$ cat src/rtl/uart_rx_frame_monitor.sv
// uart_rx_frame_monitor
// 16x-oversampling UART receive checker: 2-flop RX synchroniser, baud tick
// divider, frame decoder FSM (start/data/[parity]/stop), and a first-word-
// fall-through byte FIFO drained by a valid/ready handshake.
// Optional feature: define UART_MON_PARITY_EN to expect one parity bit per
// frame (sense selected by PARITY_ODD). Without it PARITY_ERR never pulses.
module uart_rx_frame_monitor #(
    parameter logic [12:0] BAUD_VALUE = 13'd1,
    parameter bit          DATA_BITS8 = 1'b1,
    parameter bit          PARITY_ODD = 1'b0,
    parameter int          FIFO_DEPTH = 4,
    parameter int          CNT_WIDTH  = 16
) (
    input  logic                 PCLK,
    input  logic                 PRESETN,
    input  logic                 RX,
    output logic [7:0]           DATA,
    output logic                 DATA_VALID,
    input  logic                 DATA_READY,
    output logic                 PARITY_ERR,
    output logic                 FRAMING_ERR,
    output logic                 OVERFLOW,
    output logic [CNT_WIDTH-1:0] FRAME_CNT,
    output logic                 BUSY
);

    localparam int         AW       = $clog2(FIFO_DEPTH);
    localparam logic [2:0] LAST_BIT = DATA_BITS8 ? 3'd7 : 3'd6;

    typedef enum logic [2:0] {
        ST_IDLE    = 3'd0,
        ST_START   = 3'd1,
        ST_DATA    = 3'd2,
        ST_PARITY  = 3'd3,
        ST_STOP    = 3'd4,
        ST_WAIT_HI = 3'd5
    } state_t;

    // Expected parity bit for a byte: even sense gives XOR of data, odd inverts it.
    function automatic logic parity_of(input logic [7:0] d, input logic odd);
        return (^d) ^ odd;
    endfunction

    // ------------------------------------------------------------------
    // Declarations
    // ------------------------------------------------------------------
    logic           rx_meta_r;
    logic           rx_sync_r;
    logic [12:0]    tick_cnt_r;
    logic           tick_s;

    state_t         state_r;
    state_t         state_nx;
    logic [3:0]     ph_r;
    logic [3:0]     ph_nx;
    logic [2:0]     bit_r;
    logic [2:0]     bit_nx;
    logic [7:0]     shift_r;
    logic [7:0]     shift_nx;
    logic           par_mismatch_s;
    logic           push_nx;
    logic           ferr_nx;
    logic           perr_nx;

    logic           push_req_r;
    logic [7:0]     push_data_r;
    logic           framing_err_r;
    logic           parity_err_r;
    logic           busy_r;

    logic [7:0]     mem_r [FIFO_DEPTH];
    logic [AW:0]    wptr_r;
    logic [AW:0]    rptr_r;
    logic [AW:0]    wptr_nx;
    logic [AW:0]    rptr_nx;
    logic           pop_s;
    logic           full_s;
    logic           push_ok_s;
    logic           overflow_nx;
    logic [7:0]     data_nx;
    logic [7:0]     data_r;
    logic           data_valid_r;
    logic           overflow_r;
    logic [CNT_WIDTH-1:0] frame_cnt_r;

`ifdef UART_MON_PARITY_EN
    logic           par_bit_r;
    logic           par_bit_nx;
`else
    logic           parity_odd_unused_s;
    // Parity sense has no effect when frames carry no parity bit.
    assign parity_odd_unused_s = PARITY_ODD;
`endif

    // ------------------------------------------------------------------
    // RX synchroniser and baud tick
    // ------------------------------------------------------------------

    // Two-flop synchroniser; idles high so reset does not look like a start bit.
    always_ff @(posedge PCLK or negedge PRESETN) begin
        if (!PRESETN) begin
            rx_meta_r <= 1'b1;
            rx_sync_r <= 1'b1;
        end else begin
            rx_meta_r <= RX;
            rx_sync_r <= rx_meta_r;
        end
    end

    // Tick fires on the cycle the down-counter sits at zero.
    always_comb begin
        tick_s = (tick_cnt_r == 13'd0);
    end

    // Free-running 16x tick divider, period BAUD_VALUE+1 clocks.
    always_ff @(posedge PCLK or negedge PRESETN) begin
        if (!PRESETN) begin
            tick_cnt_r <= BAUD_VALUE;
        end else if (tick_s) begin
            tick_cnt_r <= BAUD_VALUE;
        end else begin
            tick_cnt_r <= tick_cnt_r - 13'd1;
        end
    end

    // ------------------------------------------------------------------
    // Frame decoder
    // ------------------------------------------------------------------

    // Parity check of the assembled byte against the sampled parity bit.
    always_comb begin
`ifdef UART_MON_PARITY_EN
        par_mismatch_s = (par_bit_r != parity_of(shift_r, PARITY_ODD));
`else
        par_mismatch_s = 1'b0;
`endif
    end

    // Next-state, sub-bit phase, data assembly and event decode; moves on ticks only.
    always_comb begin
        state_nx = state_r;
        ph_nx    = ph_r;
        bit_nx   = bit_r;
        shift_nx = shift_r;
        push_nx  = 1'b0;
        ferr_nx  = 1'b0;
        perr_nx  = 1'b0;
`ifdef UART_MON_PARITY_EN
        par_bit_nx = par_bit_r;
`endif
        if (tick_s) begin
            case (state_r)
                ST_IDLE: begin
                    if (!rx_sync_r) begin
                        state_nx = ST_START;
                        ph_nx    = 4'd0;
                    end else begin
                        state_nx = ST_IDLE;
                    end
                end
                ST_START: begin
                    if (ph_r == 4'd7) begin
                        if (rx_sync_r) begin
                            // Line went back high before mid-bit: a glitch.
                            state_nx = ST_IDLE;
                        end else begin
                            state_nx = ST_DATA;
                            ph_nx    = 4'd0;
                            bit_nx   = 3'd0;
                            shift_nx = 8'h00;
                        end
                    end else begin
                        ph_nx = ph_r + 4'd1;
                    end
                end
                ST_DATA: begin
                    ph_nx = ph_r + 4'd1;
                    if (ph_r == 4'd15) begin
                        shift_nx[bit_r] = rx_sync_r;
                        if (bit_r == LAST_BIT) begin
`ifdef UART_MON_PARITY_EN
                            state_nx = ST_PARITY;
`else
                            state_nx = ST_STOP;
`endif
                        end else begin
                            bit_nx = bit_r + 3'd1;
                        end
                    end else begin
                        state_nx = ST_DATA;
                    end
                end
                ST_PARITY: begin
`ifdef UART_MON_PARITY_EN
                    ph_nx = ph_r + 4'd1;
                    if (ph_r == 4'd15) begin
                        par_bit_nx = rx_sync_r;
                        state_nx   = ST_STOP;
                    end else begin
                        state_nx = ST_PARITY;
                    end
`else
                    state_nx = ST_STOP;
`endif
                end
                ST_STOP: begin
                    ph_nx = ph_r + 4'd1;
                    if (ph_r == 4'd15) begin
                        if (!rx_sync_r) begin
                            ferr_nx  = 1'b1;
                            state_nx = ST_WAIT_HI;
                        end else if (par_mismatch_s) begin
                            perr_nx  = 1'b1;
                            state_nx = ST_IDLE;
                        end else begin
                            // Re-arm at mid-stop so back-to-back frames are caught.
                            push_nx  = 1'b1;
                            state_nx = ST_IDLE;
                        end
                    end else begin
                        state_nx = ST_STOP;
                    end
                end
                ST_WAIT_HI: begin
                    if (rx_sync_r) begin
                        state_nx = ST_IDLE;
                    end else begin
                        state_nx = ST_WAIT_HI;
                    end
                end
                default: begin
                    state_nx = ST_IDLE;
                end
            endcase
        end else begin
            state_nx = state_r;
        end
    end

    // Decoder state, event pulses and the byte handed to the FIFO.
    always_ff @(posedge PCLK or negedge PRESETN) begin
        if (!PRESETN) begin
            state_r       <= ST_IDLE;
            ph_r          <= 4'd0;
            bit_r         <= 3'd0;
            shift_r       <= 8'h00;
            push_req_r    <= 1'b0;
            push_data_r   <= 8'h00;
            framing_err_r <= 1'b0;
            parity_err_r  <= 1'b0;
            busy_r        <= 1'b0;
`ifdef UART_MON_PARITY_EN
            par_bit_r     <= 1'b0;
`endif
        end else begin
            state_r       <= state_nx;
            ph_r          <= ph_nx;
            bit_r         <= bit_nx;
            shift_r       <= shift_nx;
            push_req_r    <= push_nx;
            framing_err_r <= ferr_nx;
            parity_err_r  <= perr_nx;
            busy_r        <= (state_nx != ST_IDLE);
            if (push_nx) begin
                push_data_r <= shift_r;
            end else begin
                push_data_r <= push_data_r;
            end
`ifdef UART_MON_PARITY_EN
            par_bit_r     <= par_bit_nx;
`endif
        end
    end

    // ------------------------------------------------------------------
    // FWFT byte FIFO
    // ------------------------------------------------------------------

    // Push/pop qualification and look-ahead of the next head byte.
    always_comb begin
        pop_s       = data_valid_r & DATA_READY;
        full_s      = (wptr_r[AW] != rptr_r[AW]) && (wptr_r[AW-1:0] == rptr_r[AW-1:0]);
        push_ok_s   = push_req_r & (~full_s | pop_s);
        overflow_nx = push_req_r & full_s & ~pop_s;
        wptr_nx     = wptr_r + {{AW{1'b0}}, push_ok_s};
        rptr_nx     = rptr_r + {{AW{1'b0}}, pop_s};
        data_nx     = data_r;
        if (wptr_nx == rptr_nx) begin
            // Empty afterwards: keep presenting the last byte.
            data_nx = data_r;
        end else if (push_ok_s && (rptr_nx == wptr_r)) begin
            // New head is the byte being written this cycle.
            data_nx = push_data_r;
        end else begin
            data_nx = mem_r[rptr_nx[AW-1:0]];
        end
    end

    // Storage array; written only on accepted pushes.
    always_ff @(posedge PCLK) begin
        if (push_ok_s) begin
            mem_r[wptr_r[AW-1:0]] <= push_data_r;
        end else begin
            mem_r[wptr_r[AW-1:0]] <= mem_r[wptr_r[AW-1:0]];
        end
    end

    // Pointers, registered head/valid, overflow pulse and frame counter.
    always_ff @(posedge PCLK or negedge PRESETN) begin
        if (!PRESETN) begin
            wptr_r       <= '0;
            rptr_r       <= '0;
            data_r       <= 8'h00;
            data_valid_r <= 1'b0;
            overflow_r   <= 1'b0;
            frame_cnt_r  <= '0;
        end else begin
            wptr_r       <= wptr_nx;
            rptr_r       <= rptr_nx;
            data_r       <= data_nx;
            data_valid_r <= (wptr_nx != rptr_nx);
            overflow_r   <= overflow_nx;
            frame_cnt_r  <= frame_cnt_r + {{(CNT_WIDTH-1){1'b0}}, push_ok_s};
        end
    end

    assign DATA        = data_r;
    assign DATA_VALID  = data_valid_r;
    assign PARITY_ERR  = parity_err_r;
    assign FRAMING_ERR = framing_err_r;
    assign OVERFLOW    = overflow_r;
    assign FRAME_CNT   = frame_cnt_r;
    assign BUSY        = busy_r;

endmodule
$ cat config.mk
export PLATFORM = sky130hd
export DESIGN_NAME = uart_rx_frame_monitor
export DESIGN_NICKNAME = d
export VERILOG_FILES = /design/src/rtl/uart_rx_frame_monitor.sv
export SDC_FILE = /design/constraint.sdc
export NUM_CORES = 1
export LEC_CHECK = 0
export ABC_CLOCK_PERIOD_IN_PS = 3100
export CAP_MARGIN = 20
export CORE_MARGIN = 2
export CORE_UTILIZATION = 53
export CTS_CLUSTER_SIZE = 20
export DETAILED_ROUTE_END_ITERATION = 12
export GPL_TIMING_DRIVEN = 0
export MAX_ROUTING_LAYER = met4
export PLACE_DENSITY = 0.76
export SYNTH_ARGS = -nofsm -noshare
export SYNTH_HDL_FRONTEND = slang
export SYNTH_SLANG_ARGS = --single-unit
$ cat constraint.sdc
create_clock -name PCLK -period 3.1 [get_ports PCLK]
set_input_delay 0.465 -clock PCLK [delete_from_list [all_inputs] [get_ports PCLK]]
set_output_delay 0.465 -clock PCLK [all_outputs]
set_load 0.05 [all_outputs]
## After elaboration in Yosys (flattened, before gate mapping)

Memories as Yosys holds them, arrays and structs flattened.
Index checks and enable logic that the tools add are counted.

- Memories kept: 1
- Output and inout port bits: 29
- Bits in writable memories: 32
- Input bits: 4
- Bits in latches: 0
- Register bits after elaboration: 76
- Bits in read-only memories: 0

Memory list:

| memory | words | width | rd ports | clocked after memory_dff | wr ports | line | RTL |
|---|---|---|---|---|---|---|---|
| mem_r | 4 | 8 | 1 | 0 | 1 | 71 | `logic [7:0] mem_r [FIFO_DEPTH];` |

- Multipliers: 0
- Magnitude comparators: 2
- Equality and inequality tests: 18
- Add/subtract/negate cells: 6
- Shift-type cells: 0
- Reduce and logical (&&, ||, !) cells: 13
- Divide/modulo/power cells: 0
- Multiplexer cells: 38
- Bitwise logic cells: 8

Operators by type and width:

| kind | number |
|---|---|
| $mux 8 | 5 |
| $mux 3 | 10 |
| $pmux 3 s6 | 1 |
| $add 16x1->16 | 1 |
| $pmux 8 s2 | 1 |
| $logic_not 13->1 | 1 |
| $mux 1 | 13 |
| $mux 13 | 1 |
| $sub 13x1->13 const B | 1 |
| $pmux 4 s3 | 1 |
| $eq 3x3->1 const B | 3 |
| $bwmux 8 | 1 |
| $mux 4 | 2 |
| $ne 2x2->1 const B | 4 |
| $add 3x1->3 | 2 |
| $eq 3x2->1 const B | 2 |
| $eq 3x3->1 | 2 |
| $pmux 3 s2 | 1 |
| $reduce_and 6->1 | 1 |
| $reduce_bool 3->1 | 2 |
| $reduce_and 5->1 | 1 |
| $add 4x1->4 const B | 1 |
| $and 1x1->1 | 4 |
| $eq 4x3->1 const B | 1 |
| 18 further kinds | 23 |

## Logic depth before layout (Yosys ltp)

- Depth in word-level cells: 8
- Mapped depth: 12
- Depth with buffers taken out: 10

## Worst setup path after synthesis

No wires, ideal clock.

- Kind: flip-flop to flip-flop
- Start: reg data_valid_r (netlist: DATA_VALID)
- End: reg data_r[6] (netlist: DATA[6])
- Arrival time: 3.269 ns
- Library setup time: 0.137 ns
- Path buffers: 2
- Clock period less this slack: 3.406 ns
- Setup slack: -0.306 ns
- Stages on the path, launching flop included: 13
- Cell sequence: dfrtp_1 > and2_1 > o41ai_1 > inv_1 > ha_1 > ha_1 > xor2_1 > xnor2_1 > or3_1 > buf_2 > clkbuf_1 > nor2_1 > a21oi_1

- Word-level cells in the longest chain between the ends: 5
- Elaborated cells between the ends (all ways): 10

RTL lines:

| what | line | RTL |
|---|---|---|
| start, declared | 82 | `logic data_valid_r;` |
| start signal, assigned | 321 | `data_valid_r <= (wptr_nx != rptr_nx);` |
| $and 1x1->1 | 281 | `pop_s = data_valid_r & DATA_READY;` |
| $or 1x1->1 | 283 | `push_ok_s = push_req_r & (~full_s \| pop_s);` |
| $and 1x1->1 | 283 |  |
| $add 3x1->3 | 285 | `wptr_nx = wptr_r + {{AW{1'b0}}, push_ok_s};` |
| via wptr_nx[2] | 74 | `logic [AW:0] wptr_nx;` |
| $eq 3x3->1 | 288 | `if (wptr_nx == rptr_nx) begin` |
| end signal, assigned | 320 | `data_r <= data_nx;` |
| end, declared | 81 | `logic [7:0] data_r;` |

The timed path passes the listed nets, and every way through them passes these cells.
A chain may end at the register's enable or synchronous reset.

## Final worst setup path

- Start: in DATA_READY
- End: reg data_r[2] (netlist: DATA[2])

- Word-level cells in the longest chain between the ends: 5
- Elaborated cells between the ends (all ways): 10

RTL lines:

| what | line | RTL |
|---|---|---|
| start, declared | 19 | `input logic DATA_READY,` |
| $and 1x1->1 * | 281 |  |
| $add 3x1->3 * | 286 | `rptr_nx = rptr_r + {{AW{1'b0}}, pop_s};` |
| via rptr_nx[0] | 75 | `logic [AW:0] rptr_nx;` |
| parallel branches: the longest is 3 deep, another holds $mem_v2 4x8 | -- |  |

Mark *: on every way through the listed nets, which the timed path passes.

==> summary.md <==
| Metric | Value |
|---|---|
| Status | completed |
| Site Rows | 34 |
| Clock skew after layout | 0.0138 ns |
| Leak | 2.40 nW |
| Critical-path maximum fanout | 10 |
| Slew @ Worst Pin | 0.916 ns |
| Per-cell routed wire length | 15.5 um |
| DRC | 0 |
| DRT iter0 DRCs | 106 |
| Nets | 448 |
| Post-synth ARST share | 70.4% |
| Slowest cell delay on critical path | 0.53 ns |
| CTS Sinks | 108 |
| ANT nets after route | 0 |
| Core area | 8810 um^2 |
| Flop2flop setup slack | 0.19 ns |
| CP arrival | 3.17 ns |
| Critical path's slowest cell | clkdlybuf4s15_1 |
| Total CTS buffers | 9 |
| Max Buffers Root-to-Sink | 2 |
| Final setup fails | 0 |
| Min-delay worst type | register to register |
| Clk Latency, worst-skew pair | 0.37 ns |
| MaxCap Viol Count | 0 |
| Clock tree root buffer cell | clkbuf_8 |
| Vias in the first global route | 3,013 |
| Placed Instance Area | 5340 um^2 |
| GR Util All Layers | 19.1% |
| Avg Inst Size Synth | 12.5 um^2 |
| Vert. Die Dim | 99.5 um |
| Overflow after GRT | 0 |
| Dpl cells | 528 |
| Port Buf Inserts | 31 |
| Drt pass-1 iters | 6 |
| P&R area growth vs syn | 15.0% |
| Crit Path Class | primary input to register |
| Worst setup SP type | primary input |
| Final Slew Violations | 0 |
| Post-route insts no fill | 546 |
| Final GP Congestion | 0.890 |
| Initial antenna violation count | 0 |
| Via Count | 3,044 |
| First-pass GRT wire length | 14.5 mm |
| Sequential share of the synthesized area | 59.3% |
| CTS H-tree depth | 3 |
| Worst setup EP type | register |
| Dpl hpwl | 5.98 mm |
| CTS tree | yes |
| Drt via density | 5.58 |
| Maximum vdd ir drop | 0.311 mV |
| Die Area | 9900 um^2 |
| Fill cells | 684 |
| ANT cells | 0 |
| Cell count after synthesis | 386 |
| Final Hold Vio Count | 0 |
| Final wirelength | 8.47 mm |
| Starting density of the core | 54.9% |
| Commonest non-fill, non-tap cell in the layout | dfrtp_1 |
| Slew headroom | 38.4% |
| Min cycle time layout | 2.92 ns |
| Cell chain of the critical path | clkdlybuf4s50_1 -> and2_1 -> ha_1 -> clkdlybuf4s15_1 -> xor2_1 -> nor4_4 -> buf_12 -> mux2i_1 -> a21oi_1 |
| Largest net degree at the start of global routing | 54 |
| Die Span X | 99.5 um |
| Flops & latches, synth | 108 |
| CP Data Required Time | 3.35 ns |
| Mapped Nets | 401 |
| Commonest non-fill, non-tap cells in the layout | dfrtp_1 (73), nor2_1 (32), edfxtp_1 (32), clkdlybuf4s50_1 (30), o21ai_0 (24) |
| Post-synth top flop | dfrtp_1 |
| Clock-pin transition on the worst setup and hold timing paths | 0.11 ns |
| P per Cell Area | 591 nW/um^2 |
| Finished Core Util | 63.1% |
| Mapped Area | 4840 um^2 |
| Post-route cell area | 5560 um^2 |
| Share of cells above drive strength 1 | 13.0% |
| Ports | 33 |
| EDFF count, synth | 32 |
| Post-synth cell types | 53 |
| FMAX | 0.343 GHz |
| Yosys warnings | 0 |
| Tcrit/Tclk final | 94.1% |
worst max-delay path: cells and delay by family:
kind | cells | cell delay (ns)
buffers and inverters | 3 | 1.17
and+or+nand+nor | 2 | 0.57
xor gates and xnor gates | 1 | 0.34
adders and majority gates | 1 | 0.27
muxes | 1 | 0.25
AOI/OAI and AO/OA | 1 | 0.10
layer usage:
metal | up-vias | global-route usage (%) | routed length [um]
met5 | - | - | 0
met4 | 0 | 5.06 | 89
met3 | 12 | 4.64 | 277
met2 | 53 | 30.7 | 4220
met1 | 1496 | 24.5 | 3880
li1 | 1483 | - | -
per-stage QoR:
stage | TNS, ns | power, mW | hold WS, ns | setup WS [ns]
2_1_floorplan | 0 | 2.28 | 0.169 | 0.0324
3_3_place_gp | -79.24 | 2.49 | 0.346 | -1.04
3_5_place_dp | -4.26 | 2.53 | 0.349 | -0.546
4_1_cts | 0 | 3.31 | 0.368 | 0.0125
5_1_grt | -0.0390 | 3.46 | 0.376 | -0.0390
6_report | 0 | 3.29 | 0.366 | 0.182
cells by family (layout without fill, tap and decap cells):
logic type,Yosys count,after routing,share of synthesized area [%]
AND/OR/NAND/NOR,119,119,14.2
flip-flops,108,108,59.3
AO/OA/AOI/OAI,61,61,7.56
XOR/XNOR,34,34,6.16
multiplexers,26,26,7.79
buffers and inverters,26,78,2.15
adder cells (fa/ha/maj),11,11,2.85
other,1,1,0.0775
timing repair:
action / CTS / global route
cloned: 0 / 0
buffers inserted: 1 / 1
hold buffers: 1 / 0
endpoints found under the setup margin: 9 / 8
endpoints found under the hold margin: 22 / 0
pin swaps: 1 / 1
resized for setup: 0 / 2
final timing paths:
kind,from,end,cells past startpoint
min,rx_meta_r,rx_sync_r,0
max reg2reg,wptr_r[1],DATA[4],11
max in group asynchronous,PRESETN,rx_sync_r,3
min reg2reg,rx_meta_r,rx_sync_r,0
max,DATA_READY,DATA[2],9
min in group asynchronous,PRESETN,FRAME_CNT[13],2
synthesized netlist by cell type (9+ instances only):
cell type | count | share of area [%]
dfrtp_1 | 73 | 38
nand2_1 | 23 | 1.8
edfxtp_1 | 32 | 20
a21oi_1 | 15 | 1.6
nor2_1 | 32 | 2.5
xor2_1 | 17 | 3.1
mux2_2 | 9 | 2.1
nand3_1 | 9 | 0.93
ha_1 | 11 | 2.8
inv_1 | 10 | 0.78
xnor2_1 | 17 | 3.1
o21ai_0 | 24 | 2.5
clkbuf_1 | 13 | 1.0
state kept, by name (all words and copies together), names as in the netlist, 3 cells and up:
signal and count:
DATA 8, ph_r 4, rptr_r 3, push_data_r 8, state_r 3, bit_r 3, shift_r 8, FRAME_CNT 16
wptr_r 3, tick_cnt_r 13, mem_r 32
final cells by class:
cell class | instances | area [um^2] | area share (%)
tap | 108 | 135 | 2.43
inverter | 10 | 37.5 | 0.675
multi-input combinational | 252 | 1880 | 33.9
buffer | 15 | 68.8 | 1.24
clock buffer | 9 | 124 | 2.23
sequential | 108 | 2870 | 51.6
clock inverter | 7 | 56.3 | 1.01
timing repair buffer | 37 | 388 | 6.98
where the power goes:
group / internal (mW) / switching [mW] / total [mW]
Clock: 0.306 / 0.490 / 0.796
Combinational: 0.314 / 0.529 / 0.843
Sequential: 1.58 / 0.0720 / 1.65
Power figures use the tool's default switching activity.
